--- config.mk ---
export PLATFORM = sky130hd
export DESIGN_NAME = exp1
export DESIGN_NICKNAME = d
export VERILOG_FILES = /design/src/rtl/exp1_pkg.sv /design/src/rtl/exp1_logic_core.sv /design/src/rtl/exp1.sv
export SDC_FILE = /design/constraint.sdc
export NUM_CORES = 1
export LEC_CHECK = 0
export BUFFER_PORTS_ARGS = -buffer_cell sky130_fd_sc_hd__clkbuf_2
export CORE_AREA = 2 2 39 41
export DETAILED_ROUTE_END_ITERATION = 12
export DIE_AREA = 0 0 41 43
export HOLD_SLACK_MARGIN = 0.08
export PLACE_DENSITY = 0.54
export SYNTH_ARGS = -nofsm -noshare
export SYNTH_HDL_FRONTEND = slang
export SYNTH_SLANG_ARGS = --single-unit
--- constraint.sdc ---
create_clock -name clk -period 2.25 [get_ports clk]
set_clock_uncertainty 0.2 [all_clocks]
set_input_delay 0.225 -clock clk [delete_from_list [all_inputs] [get_ports clk]]
set_output_delay 0.225 -clock clk [all_outputs]
set_load 0.01 [all_outputs]
--- src/rtl/exp1_pkg.sv ---
// Shared encodings and the output bundle for the exp1 gate/boolean-function block.
package exp1_pkg;

    localparam logic       TASK_GATE = 1'b0;
    localparam logic       TASK_FUNC = 1'b1;

    localparam logic [1:0] SUB_00 = 2'b00;
    localparam logic [1:0] SUB_01 = 2'b01;
    localparam logic [1:0] SUB_10 = 2'b10;
    localparam logic [1:0] SUB_11 = 2'b11;

    typedef struct packed {
        logic l1;
        logic l2;
        logic x;
        logic y;
        logic z;
    } out_t;

endpackage

--- src/rtl/exp1_logic_core.sv ---
// Combinational function table: (task, subtask, a, b, c) -> lamp and result bits.
module exp1_logic_core
    import exp1_pkg::*;
(
    input  logic       mode_task,
    input  logic [1:0] mode_subtask,
    input  logic       a,
    input  logic       b,
    input  logic       c,
    output out_t       res
);

    logic maj;
    logic par;

    assign maj = (a & b) | (a & c) | (b & c);
    assign par = a ^ b ^ c;

    always_comb begin
        res = '0;
        case ({mode_task, mode_subtask})
            {TASK_GATE, SUB_00}: begin res.l1 = a & b;  res.l2 = ~(a & b); end
            {TASK_GATE, SUB_01}: begin res.l1 = a | b;  res.l2 = ~(a | b); end
            {TASK_GATE, SUB_10}: begin res.l1 = a ^ b;  res.l2 = ~(a ^ b); end
            {TASK_GATE, SUB_11}: begin res.l1 = ~a;     res.l2 = a;        end
            {TASK_FUNC, SUB_00}: begin
                res.x = a & b & c;
                res.y = a | b | c;
                res.z = par;
            end
            {TASK_FUNC, SUB_01}: begin
                res.x = par;
                res.y = maj;
            end
            {TASK_FUNC, SUB_10}: begin
                res.x = ~(a & b & c);
                res.y = ~a | ~b | ~c;
                res.z = ~((~(a & b & c)) ^ (~a | ~b | ~c));
            end
            {TASK_FUNC, SUB_11}: begin
                res.x = maj;
                res.y = a ? b : c;
                res.z = ~par;
            end
            // Unknown mode bits in simulation fall through to all-zero lamps.
            default: res = '0;
        endcase
    end

endmodule

--- src/rtl/exp1.sv ---
// exp1 top: registers the core's result for the board LEDs, one-cycle latency, sync reset.
module exp1
    import exp1_pkg::*;
(
    input  logic       clk,
    input  logic       rst,
    input  logic       mode_task,
    input  logic [1:0] mode_subtask,
    input  logic       signal_a,
    input  logic       signal_b,
    input  logic       signal_c,
    output logic       signal_l1,
    output logic       signal_l2,
    output logic       signal_x,
    output logic       signal_y,
    output logic       signal_z
);

    out_t out_d;
    out_t out_q;

    exp1_logic_core u_core (
        .mode_task    (mode_task),
        .mode_subtask (mode_subtask),
        .a            (signal_a),
        .b            (signal_b),
        .c            (signal_c),
        .res          (out_d)
    );

    always_ff @(posedge clk) begin
        if (rst) begin
            out_q <= '0;
        end else begin
            out_q <= out_d;
        end
    end

    assign signal_l1 = out_q.l1;
    assign signal_l2 = out_q.l2;
    assign signal_x  = out_q.x;
    assign signal_y  = out_q.y;
    assign signal_z  = out_q.z;

endmodule

== Yosys cells after proc, flatten, opt, wreduce, memory -nomap -nowiden ==
Cells that the tools add are included.

* Add/subtract/negate cells: 0
* Multipliers: 0
* Div/mod/pow operators: 0
* Magnitude comparators: 0
* Equality and inequality tests: 7
* Shifts and indexed selects: 0
* Muxes and demuxes: 4
* Bitwise gates (word level): 22
* Reduce and logical (&&, ||, !) cells: 1

{| class="wikitable"
|+ Operator list
! cell !! number
|-
| case mux 2 bit (4 select lines) || 2
|-
| equality test 3 bit (second input constant) || 4
|-
| NOT 1 bit || 9
|-
| equality test 3 x 2 -> 1 bit (second input constant) || 2
|-
| bitwise OR 1 bit || 6
|-
| bitwise AND 1 bit || 4
|-
| equality test 3 x 1 -> 1 bit (second input constant) || 1
|-
| zero test 3 bit || 1
|-
| case mux 1 bit (3 select lines) || 1
|-
| bitwise XOR 1 bit || 3
|-
| 2-to-1 mux 1 bit || 1
|}

* Bits in registers: 5
* Latch bits: 0
* RAM bits: 0
* Memory bits (read-only): 0
* Output and inout port bits: 5
* Logic and storage cells: 39
* Memories kept: 0

== Depth between registers and ports, before layout ==
* Depth in word-level cells: 6
* Gate-level depth with buffers: 5
* Gate-level depth less buffers: 5

== Hierarchy ==
Synthesis repeated with hierarchy kept, for this count alone.

* Cell total of the unflattened synthesis: 36
* Area, all modules: 324.1 um^2

{| class="wikitable"
|+ Modules (own cells, without submodules)
! module !! times used !! cells each !! area each (um^2) !! seq. area each (um^2)
|-
| exp1_logic_core || 1 || 26 || 192.7 || 0.0
|-
| exp1 || 1 || 10 || 131.4 || 100.1
|}

== Worst setup path after synthesis ==
Ideal clock, no wire load.

* Path kind: input-to-reg
* Start: input signal_a
* End: register out_q (netlist bit signal_l2)
* Arrival: 1.103 ns
* Data required time: 1.971 ns
* Slack: 0.868 ns
* Stages on the path: 5
* Path buffers: 0
* Cells stage by stage: inv_1 > ha_1 > and2_4 > a211o_1 > a211oi_2

* Word-level cells in the longest chain between the ends: 3
* Elaborated cells between the ends (all ways): 7
* Those cells by class: 1 x mux; 6 x bitwise

{| class="wikitable"
|+ Ends and longest elaborated chain
! what !! RTL line !! source
|-
| from (decl) || exp1.sv:9 || <nowiki>input logic signal_a,</nowiki>
|-
| bitwise XOR 1 bit, or another cell as far along || exp1_logic_core.sv:24 || <nowiki>{TASK_GATE, SUB_10}: begin res.l1 = a ^ b; res.l2 = ~(a ^ b); end</nowiki>
|-
| NOT 1 bit (on tied branches) || exp1_logic_core.sv:24, exp1_logic_core.sv:22, exp1_logic_core.sv:23 ||
|-
| case mux 2 bit (4 select lines) (*) || exp1_logic_core.sv:21 || <nowiki>case ({mode_task, mode_subtask})</nowiki>
|-
| to (signal assigned) || exp1.sv:35 || <nowiki>out_q <= out_d;</nowiki>
|-
| to (decl) || exp1.sv:20 || <nowiki>out_t out_q;</nowiki>
|}

Every way passes the cells marked *; elsewhere a longest branch is shown, timed or not.
A chain may end at the register's enable or synchronous reset.

== Final worst setup path ==
Ends and elaborated chain as after synthesis.

==> metrics.yaml <==
antenna_cells: 0
dpl.hpwl_um: 502
final_cells: 69
vias: 292
cp.required_ns: 2.23
synth.cell_area_um2: 352
post_cts_resized: 0
yosys.area.top_type_share_pct: 28.5
grt.total_usage_pct: 9.13
viasPerCell: 4.23
status: "finished clean"
critPathMaxStageDelay_ns: 0.56
holdPathStages: 3
cts_tree: "done"
yosysTopAreaCell: "dfxtp_1"
fmaxAchievable_mhz: 518
pre_cts_ws_ns: 0.613
core_area_mm2: 0.00138
synth-seq-area-share_pct: 28.5
post-cts-setup-buffers: 0
hold_viol: 0
cts_buffers: 3
layout_setup_ws_ns: 0.318
grt_overflow_total: 0
tightest_slew_ns: 0.246
async_flop_share_pct: 0
cts_max_level: 1
worstSetupPathType: "input pin to register"
critPathMaxFanout: 6
path_cells: "clkbuf_2 > inv_1 > ha_1 > and2_4 > a211o_1 > a211oi_2 > dlygate4sd3_1"
hold_end: "signal_y$_SDFF_PP0_"
die_x_um: 41
fillCellCount: 146
drtAntennaViolNets: 0
finish.instance_area_um2: 477
netlist_top_cells_count: "dfxtp_1, inv_1, ha_1"
nets: 66
clkTransAtPathRegs_ns: 0.04
synth.most_common_cell: "dfxtp_1"
grt_first_pass_wirelength_um: 1050
maxCapViolCount: 0
clkSinkCount: 5
crit_arrival_ns: 1.91
cp-end-kind: "register"
rsz0062_at_grt: "no"
grt_start_max_net_pins: 8
ys_types: 22
cts_hold_buf: 3
syn_avg_cell_area_um2: 10.0
drtPass1Iterations: 2
die_area_mm2: 0.00176
routedWlPerCell_um: 9.22
hp-start: "mode_subtask[0]"
ys_top_cells_by_area: "dfxtp_1, ha_1, fa_1"
place.gp.congestion: 0.715
placed_area_um2: 420
min_path_type: "input pin to register"
ys_seq_elements: 5
post-route-period-util_pct: 85.9
drc: 0
pwr_density_cell_mw_per_mm2: 542
drive_gt1_share_pct: 35.8
num_io_pins: 13
synth_fp_nets: 47
slew_violations: 0
clock_path_buffers: 2
setup_tns_ns: 0
dp_cells: 62
start_util_pct: 25.4
irDropWorstVdd_mv: 0.108
die_h_um: 43
p_leak_nw: 0.232
synthCells: 35
ys_warn_count: 0
rows: 14
fin_crit_ns: 1.93
wl_um: 636
drt_iter0_markers: 3
setup_viol: 0
syn_to_final_growth_pct: 35.6
portBuffers: 12
dominantRegCellSynth: "dfxtp_1"
synth_edf_count: 0
grt_pass1_vias: 284
root_buffer: "clkbuf_4"
crit_slowest_cell: "dlygate4sd3_1"
fin_util_pct: 34.4
antenna_found_initial: 0
cp-start-kind: "input pin"
relSlewSlack_pct: 83.5
-- placed cells by master (no fill, tap or decap), types with 2 or more instances in the layout --
cell	n
nand2_1	2
dlygate4sd3_1	3
nand4_1	2
mux2i_1	2
clkbuf_2	12
dfxtp_1	5
nand2b_1	2
inv_1	4
ha_1	3
clkbuf_4	3
-- worst max path at each step --
stage	start	endpoint	slack (ns)
after floorplan	signal_a	signal_l2$_SDFF_PP0_	0.87
after global placement	signal_a	signal_l2$_SDFF_PP0_	0.62
after CTS	signal_a	signal_l2$_SDFF_PP0_	0.34
after detailed placement	signal_a	signal_l2$_SDFF_PP0_	0.61
final	signal_a	signal_l2$_SDFF_PP0_	0.32
after global routing	signal_a	signal_l2$_SDFF_PP0_	0.27
-- sequential cells by signal, indices dropped and copies added (netlist names) --
register   flops
signal_l1      1
signal_l2      1
signal_z       1
signal_x       1
signal_y       1
-- critical path: cells and delay by family --
family / cells / cell delay (ns)
compound gates: 2 / 0.49
fa+ha+maj: 1 / 0.28
buf+inv: 3 / 0.77
simple gates: 1 / 0.14
-- metrics by stage --
stage | power [W] | hold slack [ns]
after global routing | 0.000281 | 0.156
after floorplan | 0.000133 | 0.0896
after detailed placement | 0.000154 | 0.243
final | 0.000259 | 0.130
after CTS | 0.000266 | 0.126
after global placement | 0.000155 | 0.239
-- kinds of logic (layout without fill, tap and decap cells) --
group,count (synthesis),in the layout,share of synthesized area [%]
and+or+nand+nor,9,9,17.1
xor gates and xnor gates,1,1,2.49
buffers and inverters,5,23,7.47
DFF,5,5,28.5
muxes,4,4,12.1
adders and majority gates,4,4,16.4
AOI/OAI and AO/OA,7,7,16.0
-- where the power goes --
| part | internal [W] | leakage [nW] | switching (W) |
|---|---|---|---|
| Clock | 0.0000670 | 0.0150 | 0.0000354 |
| Sequential | 0.0000940 | 0.0411 | 0.00000100 |
| Combinational | 0.0000307 | 0.176 | 0.0000306 |
-- metal layers --
| metal | up-vias | wire [um] | track usage [%] |
|---|---|---|---|
| met2 | 11 | 256 | 11.6 |
| met1 | 121 | 329 | 11.5 |
| met5 | - | 0 | 0 |
| met3 | 0 | 50 | 1.57 |
| met4 | 0 | 0 | 10.0 |
| li1 | 160 | - | - |
-- final cells by class --
type / count / area, um2 / area share [%]
Inverter: 4 / 15.0 / 3.15
Timing Repair Buffer: 15 / 90.1 / 18.9
Sequential cell: 5 / 100 / 21.0
Clock buffer: 4 / 26.3 / 5.51
Multi-Input combinational cell: 25 / 225 / 47.2
Tap cell: 16 / 20.0 / 4.20
Power figures use the tool's default switching activity.
